[src/rtl/dot_matrix_pkg.sv]
// Shared constants, state encoding and row-drive helper for the dot matrix scanner.
package dot_matrix_pkg;

  localparam int unsigned NUM_ROWS = 16;
  localparam int unsigned NUM_COLS = 16;
  localparam int unsigned ROW_W    = $clog2(NUM_ROWS);

  localparam logic [NUM_ROWS-1:0] ROW_ALL_OFF = 16'hFFFF;
  localparam logic [NUM_COLS-1:0] COL_ALL_OFF = 16'h0000;

  typedef enum logic [1:0] {
    IDLE,
    BLANK,
    SHOW
  } state_t;

  // Active-low one-hot drive pattern for a single row.
  function automatic logic [NUM_ROWS-1:0] row_drive(input logic [ROW_W-1:0] idx);
    return ~(NUM_ROWS'(1) << idx);
  endfunction

endpackage

[src/rtl/dot_matrix_scan_timer.sv]
// Phase counter: counts 0..limit, wraps to 0 after limit, flags the last cycle.
module scan_timer #(
  parameter int unsigned W = 12
) (
  input  logic         clk,
  input  logic         rst,
  input  logic         clr,
  input  logic [W-1:0] limit,
  output logic         tc_c
);

  logic [W-1:0] cnt;

  assign tc_c = (cnt == limit);

  always_ff @(posedge clk) begin
    if (rst || clr) begin
      cnt <= '0;
    end else if (tc_c) begin
      cnt <= '0;
    end else begin
      cnt <= cnt + W'(1);
    end
  end

endmodule

[src/rtl/dot_matrix_scan.sv]
// Row-scan driver for a 16x16 LED matrix: blank, latch ROM column word, show, advance.
module dot_matrix_scan
  import dot_matrix_pkg::*;
#(
  parameter int unsigned CLK_DIV      = 2500,
  parameter int unsigned BLANK_CYCLES = 50
) (
  input  logic                clk,
  input  logic                rst,
  input  logic                en,
  input  logic [NUM_COLS-1:0] col_in,
  output logic [ROW_W-1:0]    row_bin,
  output logic [NUM_ROWS-1:0] row_n,
  output logic [NUM_COLS-1:0] col_out,
  output logic                frame_done
);

  localparam int unsigned CNT_W = $clog2(CLK_DIV);
  localparam logic [CNT_W-1:0] BLANK_LAST = CNT_W'(BLANK_CYCLES - 1);
  localparam logic [CNT_W-1:0] SHOW_LAST  = CNT_W'(CLK_DIV - BLANK_CYCLES - 1);
  localparam logic [ROW_W-1:0] LAST_ROW   = ROW_W'(NUM_ROWS - 1);

  state_t              state, next_state;
  logic [ROW_W-1:0]    next_row_bin;
  logic [NUM_ROWS-1:0] next_row_n;
  logic [NUM_COLS-1:0] next_col_out;
  logic                next_frame_done;
  logic                timer_clr_c;
  logic                timer_tc_c;
  logic [CNT_W-1:0]    timer_limit_c;

  // Timer stays cleared while idle or being disabled so every enable starts a fresh blank.
  assign timer_clr_c   = (state == IDLE) || !en;
  assign timer_limit_c = (state == SHOW) ? SHOW_LAST : BLANK_LAST;

  scan_timer #(
    .W (CNT_W)
  ) u_timer (
    .clk   (clk),
    .rst   (rst),
    .clr   (timer_clr_c),
    .limit (timer_limit_c),
    .tc_c  (timer_tc_c)
  );

  always_comb begin
    next_state      = state;
    next_row_bin    = row_bin;
    next_row_n      = row_n;
    next_col_out    = col_out;
    next_frame_done = 1'b0;

    case (state)
      IDLE: begin
        next_row_bin = '0;
        next_row_n   = ROW_ALL_OFF;
        next_col_out = COL_ALL_OFF;
        if (en) begin
          next_state = BLANK;
        end
      end

      BLANK: begin
        if (!en) begin
          next_state   = IDLE;
          next_row_bin = '0;
          next_row_n   = ROW_ALL_OFF;
          next_col_out = COL_ALL_OFF;
        end else if (timer_tc_c) begin
          // row_bin has been stable all blank, so the ROM word is settled here.
          next_state   = SHOW;
          next_row_n   = row_drive(row_bin);
          next_col_out = col_in;
        end
      end

      SHOW: begin
        if (!en) begin
          next_state   = IDLE;
          next_row_bin = '0;
          next_row_n   = ROW_ALL_OFF;
          next_col_out = COL_ALL_OFF;
        end else if (timer_tc_c) begin
          next_state      = BLANK;
          next_row_bin    = row_bin + ROW_W'(1);
          next_row_n      = ROW_ALL_OFF;
          next_col_out    = COL_ALL_OFF;
          next_frame_done = (row_bin == LAST_ROW);
        end
      end

      default: begin
        next_state   = IDLE;
        next_row_bin = '0;
        next_row_n   = ROW_ALL_OFF;
        next_col_out = COL_ALL_OFF;
      end
    endcase
  end

  always_ff @(posedge clk) begin
    if (rst) begin
      state      <= IDLE;
      row_bin    <= '0;
      row_n      <= ROW_ALL_OFF;
      col_out    <= COL_ALL_OFF;
      frame_done <= 1'b0;
    end else begin
      state      <= next_state;
      row_bin    <= next_row_bin;
      row_n      <= next_row_n;
      col_out    <= next_col_out;
      frame_done <= next_frame_done;
    end
  end

endmodule

[config.mk]
export PLATFORM = sky130hd
export DESIGN_NAME = dot_matrix_scan
export DESIGN_NICKNAME = d
export VERILOG_FILES = /design/src/rtl/dot_matrix_pkg.sv /design/src/rtl/dot_matrix_scan_timer.sv /design/src/rtl/dot_matrix_scan.sv
export SDC_FILE = /design/constraint.sdc
export NUM_CORES = 1
export LEC_CHECK = 0
export CAP_MARGIN = 15
export CORE_AREA = 2 2 72 68
export DETAILED_ROUTE_END_ITERATION = 10
export DIE_AREA = 0 0 74 70
export PLACE_DENSITY = 0.92
export SYNTH_ARGS = -nofsm -noshare
export SYNTH_HDL_FRONTEND = slang
export SYNTH_SLANG_ARGS = --single-unit
[constraint.sdc]
create_clock -name clk -period 2.5 [get_ports clk]
set_input_delay 0.375 -clock clk [delete_from_list [all_inputs] [get_ports clk]]
set_output_delay 0.375 -clock clk [all_outputs]
set_load 0.01 [all_outputs]
==> results of run 1 <==
routing by layer:
| metal | share of wire [%] | global-route usage, % | wire length (microns) |
|---|---|---|---|
| met1 | 43 | 24.5 | 2080 |
| met2 | 51 | 32.7 | 2450 |
| met3 | 4.6 | 4.33 | 220 |
| met4 | 1.2 | 8.69 | 57 |
| met5 | 0 | 0 | 0 |
worst min path at each step:
stage / to / slack (ns) / cells past startpoint
final: col_out[0] / 0.49 / 1
after global routing: col_out[2] / 0.51 / 1
after CTS: col_out[0] / 0.49 / 1
after detailed placement: col_out[0] / 0.47 / 1
after global placement: col_out[7] / 0.46 / 1
after floorplan: u_timer.cnt[0] / 0.48 / 1
layout make-up:
class | count | area [sq um] | area share [%]
multi-input cells | 159 | 1130 | 38.8
flip-flops and latches | 51 | 1020 | 35.1
repair buffers | 57 | 566 | 19.4
well taps | 65 | 81.3 | 2.79
clock buffers | 5 | 68.8 | 2.36
clock inverters | 3 | 28.8 | 0.989
inverters | 4 | 15.0 | 0.516
worst max-delay path: stages, from the launching register on:
cell	delay (ns)
dfxtp_1	0.48
ha_1	0.19
and4bb_2	0.24
nand2_1	0.20
nor2_4	0.53
mux2i_1	0.26
stage by stage:
step	cells	util, %	hold WS (ns)	cell area [sq um]
2_1_floorplan	222	-	0.476	2220
3_3_place_gp	336	62.0	0.462	2810
3_5_place_dp	336	62.0	0.467	2810
4_1_cts	344	64.2	0.489	2910
5_1_grt	344	64.2	0.506	2910
6_report	344	64.2	0.488	2910
cell families after synthesis:
logic type               after synthesis  share of synthesized area [%]
AO/OA/AOI/OAI                         27                           10.6
buffers and inverters                 12                           3.26
flip-flops                            51                           45.9
multiplexers                          15                           7.15
XOR/XNOR                              10                           3.94
AND/OR/NAND/NOR                       99                           24.6
adder cells (fa/ha/maj)                8                           4.50
sequential cells by signal, summed over array words and instances, names as in the netlist:
register     cells
u_timer.cnt     12
col_out         16
row_bin          4
row_n           16
state            2
frame_done       1
power by group through the flow:
stage	clock, mW	combinational, mW	sequential [mW]
finish	0.494	0.0483	0.815
global route	0.538	0.0516	0.816
CTS	0.502	0.0484	0.815
detailed placement	0	0.0479	0.834
global placement	0	0.0468	0.834
floorplan	0	0.0140	0.834
placed cells by master (no fill, tap or decap), types with 2 or more instances in the layout:
cell type / synthesis / final
or4_1: 4 / 4
and3_1: 3 / 3
nand2_1: 10 / 10
nor2_1: 38 / 38
a22o_1: 16 / 16
buf_4: 1 / 2
o211ai_1: 2 / 2
clkdlybuf4s50_1: 0 / 55
nand2b_1: 7 / 7
mux2i_1: 13 / 13
clkinv_4: 0 / 2
nand4_1: 7 / 7
clkbuf_8: 0 / 5
nor2b_1: 3 / 3
inv_1: 4 / 4
ha_1: 8 / 8
dfxtp_1: 51 / 51
and2_1: 3 / 3
nand3_1: 10 / 10
o31a_1: 3 / 3
xor2_1: 9 / 9
==> results.md, run 1 <==
* Status: completed
* Reg2reg start: u_timer.cnt[0]
* CP Max Fanout at 17
* Sequential element share of the synthesized area at between 40% and 50%
* Num rows at 24
* Crit share post-route at between 70% and 80%
* Root buf cell: clkbuf_8
* Seq cells post-synth at 51
* Drt drc at 0
* Int Pwr at 1.05 mW
* Combinational fraction of design power at 3.6%
* Crit path to: row_n[12]
* Mapped cell area at between 2000 and 2500 sq um
* Via count at approximately 1.8k
* Final setup violation count at 0
* RSZ-0062 raised after global routing: false
* P_leak at between 0.9 and 1 nW
* Initial cell density of the core at roughly half
* Sink Count at 51
* Post-synth EDFFs at 0
* Switching share of total power at 22.6%
* CTS H-tree depth at 2
* Power Density at 466 nW/um^2
* CP Data Arrival Time at 2.21 ns
* Post-synthesis average cell area at around 10 sq um
* Share of cells above drive strength 1 at between 7 and 8%
* DR pass1 iterations at 4
* Max_slew headroom at approximately 63%
* Final setup skew at ~0.0070 ns
* Chip height at 70 microns
* Clk pin slew, worst setup/hold paths at 0.09 ns
* Filler cells at between 300 and 400
* Register share of total power at between 60% and 70%
* Die width at about 74 microns
* Synthesized net count at around 250
* R2R cell count at 5
* Largest cells by area after synthesis: dfxtp_1, nor2_1, a22o_1
* Final nets at about 310
* Routed Antenna Nets at 0
* Initial DRC count at 79
* Die area at roughly 5200 sq um
* CTS tree: done
* Worst slew pin tran at around 0.56 ns
* Hold WC Path Type: flip-flop to flip-flop
* GRT Total Usage at about a fifth
* Synthesis-to-layout area growth at 30.9%
* Final Hold Fails at 0
* Vias in the first global route at around 1.8k
* Max_cap viols at 0
* CP endpoint kind: flip-flop
* Post-CTS setup buffer count at 0
* Antenna cells at 0
* Largest net degree at the start of global routing at 19
* Worst IR Drop VDD at ~230 uV
* Sum Neg Setup Slack at 0 ns
* DRT Wirelength at roughly 4.8 mm
* Ys async rst share at 0%
* Share of the synthesized area in the top cell type at between 40% and 50%
* FF-to-FF End: row_n[12]
* Critical path type: flip-flop to flip-flop
* Fmax at roughly 0.5 GHz
* Clock tree buffer depth at 2
* Tot Pwr at approximately 1.4 mW
* Clock Power Share at 36.4%
* Register-to-register setup slack at roughly 0.53 ns
* Yosys warns at 0
* Hold_sp: col_out[0]
* Post-place setup slack at between 0.3 and 0.4 ns
* Most common cell in the synthesized netlist: dfxtp_1
* Max Transition Viols Final at 0
* Area leader, netlist: dfxtp_1
* Startpoint Class: flip-flop
* Core Area at about 4500 sq um
* Inserted Clock Buffers at 5
* Post-synthesis cell count at about 220
* Initial antenna violation count at 0
* I/O Buffers at 55
* Routed WL per cell at 14.0 microns
* Vias per cell at between 5 and 6
* Worst path required time at between 2 and 3 ns
* Tmin final at about 2 ns
* RD Place Congestion at around 0.85
* Post-DP HPWL at between 3 and 4 mm
* Most instantiated cells after synthesis: dfxtp_1, nor2_1, a22o_1
* Post-cts sizing count at 0
* Ports at 56
* Grt total ovfl at 0
* Yosys cell types at 44
* Skew-Pair Late Insertion Delay at 0.31 ns
* Worst Setup SP: u_timer.cnt[0]
* Hold buffer count at CTS at 0
* Final worst slack at ~0.53 ns
* Top_reg_cell synth: dfxtp_1
* Psw at slightly above 300 uW
* First-pass GRT wire length at roughly 8.0 mm
No activity file was read; power rests on OpenSTA's default activity.
==> run 2: changes to the inputs <==
--- a/config.mk
+++ b/config.mk
@@ -6,10 +6,10 @@
 export NUM_CORES = 1
 export LEC_CHECK = 0
 export CAP_MARGIN = 15
-export CORE_AREA = 2 2 72 68
+export CORE_AREA = 2 2 78 73
 export DETAILED_ROUTE_END_ITERATION = 10
-export DIE_AREA = 0 0 74 70
-export PLACE_DENSITY = 0.92
+export DIE_AREA = 0 0 80 75
+export PLACE_DENSITY = 0.84
 export SYNTH_ARGS = -nofsm -noshare
 export SYNTH_HDL_FRONTEND = slang
 export SYNTH_SLANG_ARGS = --single-unit
==> constraint.sdc (replaced) <==
create_clock -name clk -period 1.6 [get_ports clk]
set_input_delay 0.24 -clock clk [delete_from_list [all_inputs] [get_ports clk]]
set_output_delay 0.24 -clock clk [all_outputs]
set_load 0.01 [all_outputs]
==> results.md, run 2 (same netlist as run 1, synthesis figures left out) <==
* Clock Power Share at 39.1% (+2.7 points)
* Fin cells at 384 (+12%)
* P_leak at 1.24 nW (+25%)
* Regs by FF count: col_out: 16 flops, row_n: 16 flops, u_timer.cnt: 12 flops
* First-pass GRT wire length at 8.99 mm (+12%)
* Post-DP HPWL at 3.90 mm (+11%)
* Status: finished with violations
* Int Pwr at 1.81 mW (+72%)
* Via count at 2038 (+12%)
* Final setup violation count at 22 (+22)
* Hold WC Path Type: input port to flip-flop
* Fmax at 0.605 GHz (+19%)
* CP Data Arrival Time at 1.85 ns (-0.36 ns)
* Met3 GRT Util at 4.44% (+0.11 points)
* DR pass1 iterations at 4 (unchanged)
* Largest net degree at the start of global routing at 18 (-1)
* Switching share of total power at 20.5% (-2.1 points)
* Post-place setup slack at -0.310 ns (-0.695 ns)
* Power Density at 672 nW/um^2 (+44%)
* Filler cells at 350 (-2.8%)
* Final worst slack at -0.0520 ns (-0.579 ns)
* GRT Max-Usage Layer: met2
* Antenna cells at 0 (unchanged)
* Skew-Pair Late Insertion Delay at 0.31 ns (about the same)
* CP endpoint kind: flip-flop
* RSZ-0062 raised after global routing: true
* Die width at 80 microns (+8.1%)
* Met2 track demand over resource at 31.5% (-1.3 points)
* Psw at 465 uW (+52%)
* Chip height at 75 microns (+7.1%)
* Critical path type: flip-flop to flip-flop
* Worst slew pin tran at 0.350 ns (-0.207 ns)
* Ports at 56 (unchanged)
* Combinational fraction of design power at 4.9% (+1.3 points)
* Routed WL per cell at 15.9 microns (+14%)
* CTS H-tree depth at 2 (unchanged)
* Multi-input logic area at 1220 sq um (+7.6%)
* CTS tree: done
* Drt drc at 0 (unchanged)
* Most frequent cells in the layout: clkdlybuf4s50_1, dfxtp_1, nor2_1, buf_4, a22o_1
* Initial cell density of the core at 43.3% (-5.7 points)
* Startpoint Class: flip-flop
* Worst Setup SP: u_timer.cnt[1]
* Final Hold Fails at 0 (unchanged)
* Crit share post-route at 103% (+24 points)
* CP Max Fanout at 16 (-1)
* Root buf cell: clkbuf_8
* Clk pin slew, worst setup/hold paths at 0.09 ns (about the same)
* Max_cap viols at 0 (unchanged)
* Final setup skew at 0.00582 ns (-0.00117 ns)
* Hold_sp: en
* Tmin final at 1.65 ns (-0.321 ns)
* Register share of total power at 56.0% (-4.1 points)
* RD Place Congestion at 0.896 (+5.4%)
* Vias per cell at 5.31 (+0.15%)
* Max Transition Viols Final at 0 (unchanged)
* Num rows at 25 (+4.2%)
* Initial antenna violation count at 0 (unchanged)
* Tot Pwr at 2.27 mW (+67%)
* Grt total ovfl at 0 (unchanged)
* FF/Latch Area at 1040 sq um (+1.7%)
* Post-route core utilization at 65.9% (+1.7 points)
* Sum Neg Setup Slack at -0.575 ns (-0.575 ns)
* Core Area at 5130 sq um (+13%)
* I/O Buffers at 55 (unchanged)
* DRT Wirelength at 6.12 mm (+27%)
* Vias in the first global route at 1911 (+8.9%)
* Die area at 6000 sq um (+16%)
* Clock tree buffer depth at 2 (unchanged)
* Routed Antenna Nets at 0 (unchanged)
* Final nets at 343 (+12%)
* Sink Count at 51 (unchanged)
* Worst path required time at 1.80 ns (-0.93 ns)
* GRT Total Usage at 19.5% (-0.37 points)
* Worst IR Drop VDD at 378 uV (+64%)
* Max_slew headroom at 76.7% (+14 points)
* Failing checks: setup timing
* Share of cells above drive strength 1 at 25.9% (+18 points)
* Placed Cells at 370 (+10%)
* Most common library cell in the layout ignoring fill and taps: clkdlybuf4s50_1
* Initial DRC count at 126 (+59%)
* Synthesis-to-layout area growth at 51.9%
* Met1 Use GR at 25.5% (+1.1 points)
* Inserted Clock Buffers at 5 (unchanged)
* Reg2reg start: u_timer.cnt[1]
run 2: worst paths after layout:
path                            slack (ns)  depth (start not counted)           to
worst min-delay path                  0.45                          4     row_n[3]
worst max-delay path                 -0.05                          8   col_out[4]
worst min register to register        0.49                          1  col_out[10]
worst max register to register       -0.05                          8   col_out[4]
run 2: cell type report:
| class | count | share of cell area [%] |
|---|---|---|
| multi-input combinational | 159 | 36.0 |
| sequential | 51 | 30.7 |
| timing repair buffer | 95 | 27.0 |
| tap | 67 | 2.48 |
| clock buffer | 5 | 2.04 |
| clock inverter | 3 | 1.30 |
| inverter | 4 | 0.444 |
run 2: repair_timing:
action / CTS / global route
gates resized for setup: 11 / 25
gates cloned: 1 / 0
buffers inserted: 1 / 6
pin swaps: 3 / 16
hold buffers: 0 / 0
setup endpoints to repair: 33 / 37
run 2: per-stage QoR:
step / instance area [sq um] / hold WS (ns)
final: 3380 / 0.447
after global routing: 3380 / 0.482
after CTS: 3260 / 0.489
after detailed placement: 3100 / 0.465
after global placement: 3100 / 0.461
after floorplan: 2230 / 0.365
run 2: critical path: stages, from the launching register on:
cell,delay (ns)
dfxtp_2,0.34
inv_2,0.06
ha_4,0.11
and4bb_2,0.30
buf_6,0.12
and2_4,0.16
a21oi_4,0.06
buf_12,0.16
a22o_1,0.24
run 2: power groups by stage:
stage          Sequential (mW)  Combinational [mW]  Clock (mW)
2_1_floorplan             1.30              0.0219           0
3_3_place_gp              1.30              0.0932           0
3_5_place_dp              1.30              0.0947           0
4_1_cts                   1.27              0.0992       0.914
5_1_grt                   1.27               0.117       0.955
6_report                  1.27               0.111       0.888
run 2: layer usage:
layer  vias to the layer above  routed length, microns
met2                        74                    2920
li1                        977                       -
met5                         -                       0
met1                       981                    2770
met4                         0                      72
met3                         6                     360
==> run 3: changes to the inputs <==
==> constraint.sdc (replaced) <==
create_clock -name clk -period 1.6 [get_ports clk]
set_input_delay 0.48 -clock clk [delete_from_list [all_inputs] [get_ports clk]]
set_output_delay 0.48 -clock clk [all_outputs]
set_load 0.01 [all_outputs]
==> results.md, run 3 (same netlist as run 1, synthesis figures left out) <==
* Status: finished with violations
* Failing checks: setup timing
* Skew-Pair Late Insertion Delay at 0.32 ns (about the same)
* Int Pwr at 1.80 mW (about the same)
* GRT Total Usage at 21.7% (+2.2 points)
* Most common library cell in the layout ignoring fill and taps: dfxtp_1
* Root buf cell: clkbuf_8
* Max stage delay on crit path at 0.34 ns (about the same)
* DRT Wirelength at 6.50 mm (+6.1%)
* Max_slew headroom at 77.0% (+0.33 points)
* Worst IR Drop VDD at 350 uV (-7.3%)
* Hold buffer count at CTS at 0 (unchanged)
* Max_cap viols at 0 (unchanged)
* Vias per cell at 5.40 (+1.8%)
* Worst Path Buf+Inv at 3 (unchanged)
* Ports at 56 (unchanged)
* Psw at 496 uW (+6.7%)
* Crit share post-route at 106% (+2.8 points)
* P_leak at 1.32 nW (+5.9%)
* CP Cell Sequence: inv_2, ha_4, and4bb_2, nand2_4, buf_6, nor2_4, buf_12, mux2i_1
* Clock Power Share at 39.9% (+0.8 points)
* Crit-path leading delay family: simple AND/OR/NAND/NOR gates
* CTS H-tree depth at 2 (unchanged)
* Critical path type: flip-flop to flip-flop
* Largest net degree at the start of global routing at 17 (-1)
* CP Data Arrival Time at 1.93 ns (+0.08 ns)
* Startpoint Class: flip-flop
* Worst Setup SP: u_timer.cnt[1]
* R2R cell count at 8 (unchanged)
* CTS tree: done
* Placed Cells at 370 (unchanged)
* Sink Count at 51 (unchanged)
* Filler cells at 366 (+4.6%)
* Fin cells at 387 (+0.78%)
* DR pass1 iterations at 4 (unchanged)
* Switching share of total power at 21.5% (+1.1 points)
* Hold WC Path Type: flip-flop to flip-flop
* Post-DP HPWL at 4.03 mm (+3.3%)
* Routed WL per cell at 16.8 microns (+5.3%)
* Post-place setup slack at -0.600 ns (-0.290 ns)
* Final setup violation count at 30 (+36%)
* WP depth at 8 (unchanged)
* Power Density at 684 nW/um^2 (+1.8%)
* Regs by FF count: col_out: 16 flops, row_n: 16 flops, u_timer.cnt: 12 flops
* Final Hold Fails at 0 (unchanged)
* Tmin final at 1.70 ns (+0.0442 ns)
* Via count at 2090 (+2.6%)
* CP endpoint kind: flip-flop
* Vias in the first global route at 2040 (+6.8%)
* RSZ-0062 raised after global routing: true
* Initial cell density of the core at 43.3% (unchanged)
* RD Place Congestion at 0.915 (+2.1%)
* FF/Latch Area at 1040 sq um (unchanged)
* Worst path required time at 1.83 ns (+0.03 ns)
* Max Transition Viols Final at 0 (unchanged)
* FF-to-FF End: row_n[2]
* Antenna cells at 0 (unchanged)
* Grt total ovfl at 0 (unchanged)
* Register share of total power at 55.3% (-0.7 points)
* Final setup skew at 0.00912 ns (+0.00329 ns)
* Inserted Clock Buffers at 5 (unchanged)
* Initial antenna violation count at 0 (unchanged)
* Share of cells above drive strength 1 at 27.2% (+1.3 points)
* CP Max Fanout at 8 (-8)
* Most frequent cells in the layout: dfxtp_1, nor2_1, dlygate4sd2_1, buf_4
* Multi-input logic area at 1230 sq um (+1.3%)
* Die width at 80 microns (unchanged)
* Core Area at 5130 sq um (unchanged)
* Synthesis-to-layout area growth at 51.2%
* Routed Antenna Nets at 0 (unchanged)
* Clk pin slew, worst setup/hold paths at 0.10 ns (about the same)
* Drt drc at 0 (unchanged)
* Fmax at 0.590 GHz (-2.6%)
* Critical-path top delay cell: dfxtp_2
* Num rows at 25 (unchanged)
* Final worst slack at -0.0961 ns (-0.0442 ns)
* First-pass GRT wire length at 9.93 mm (+10%)
* Die area at 6000 sq um (unchanged)
* Clock tree buffer depth at 2 (unchanged)
* I/O Buffers at 55 (unchanged)
* Crit path to: row_n[2]
* Chip height at 75 microns (unchanged)
* Worst hold slack at 0.478 ns (+0.0304 ns)
* Worst slew pin tran at 0.345 ns (-0.00500 ns)
* Register-to-register setup slack at -0.1 ns (-0.04 ns)
* Reg2reg start: u_timer.cnt[1]
* Initial DRC count at 246 (+95%)
* Final nets at 346 (+0.87%)
* Combinational fraction of design power at 4.8% (about the same)
## run 3: routing by layer
layer  up-vias  track usage [%]  part of all wire, %
met5         -                0                    0
met4         0             8.47                  1.8
met3        14             3.96                  7.4
met2        93             36.9                   49
met1      1001             27.8                   42
li1        982                -                    -
## run 3: timing repair
item,4_1_cts,5_1_grt
endpoints found under the setup margin,72,47
gates resized for setup,56,18
cloned,2,1
pin swaps,5,6
buffers inserted,6,2
## run 3: worst register-to-register path, delay by kind of cell (launching register included)
family / cells / cell delay [ns]
simple gates: 3 / 0.55
buf+inv: 3 / 0.36
mux: 1 / 0.25
fa+ha+maj: 1 / 0.11
flops: 1 / 0.34
## run 3: area by class of cell
cell class	instances	share of cell area [%]
inverters	4	0.447
clock buffers	5	2.05
flip-flops and latches	51	30.9
repair buffers	97	26.2
clock inverters	3	1.30
well taps	67	2.49
multi-input cells	160	36.7
## run 3: worst min-delay path by stage
stage / depth (start not counted) / from / end / slack (ns)
after floorplan: 1 / u_timer.cnt[0] / u_timer.cnt[0] / 0.45
after global placement: 1 / col_out[13] / col_out[13] / 0.46
after detailed placement: 1 / col_out[8] / col_out[8] / 0.46
after CTS: 1 / col_out[0] / col_out[0] / 0.48
after global routing: 1 / col_out[15] / col_out[15] / 0.50
final: 1 / col_out[0] / col_out[0] / 0.48
## run 3: power groups by stage
| stage | clock, mW | sequential (mW) | combinational (mW) |
|---|---|---|---|
| finish | 0.919 | 1.27 | 0.110 |
| global route | 0.966 | 1.27 | 0.116 |
| CTS | 0.909 | 1.27 | 0.102 |
| detailed placement | 0 | 1.30 | 0.0947 |
| global placement | 0 | 1.30 | 0.0931 |
| floorplan | 0 | 1.30 | 0.0219 |
## run 3: through the flow
step / utilization, % / TNS [ns] / instance area, sq um / power, mW
5_1_grt: 65.5 / -2.98 / 3360 / 2.35
2_1_floorplan: - / 0 / 2230 / 1.32
3_5_place_dp: 60.4 / -15.92 / 3100 / 1.40
4_1_cts: 63.8 / -1.05 / 3270 / 2.28
6_report: 65.5 / -1.22 / 3360 / 2.30
3_3_place_gp: 60.4 / -13.82 / 3100 / 1.40
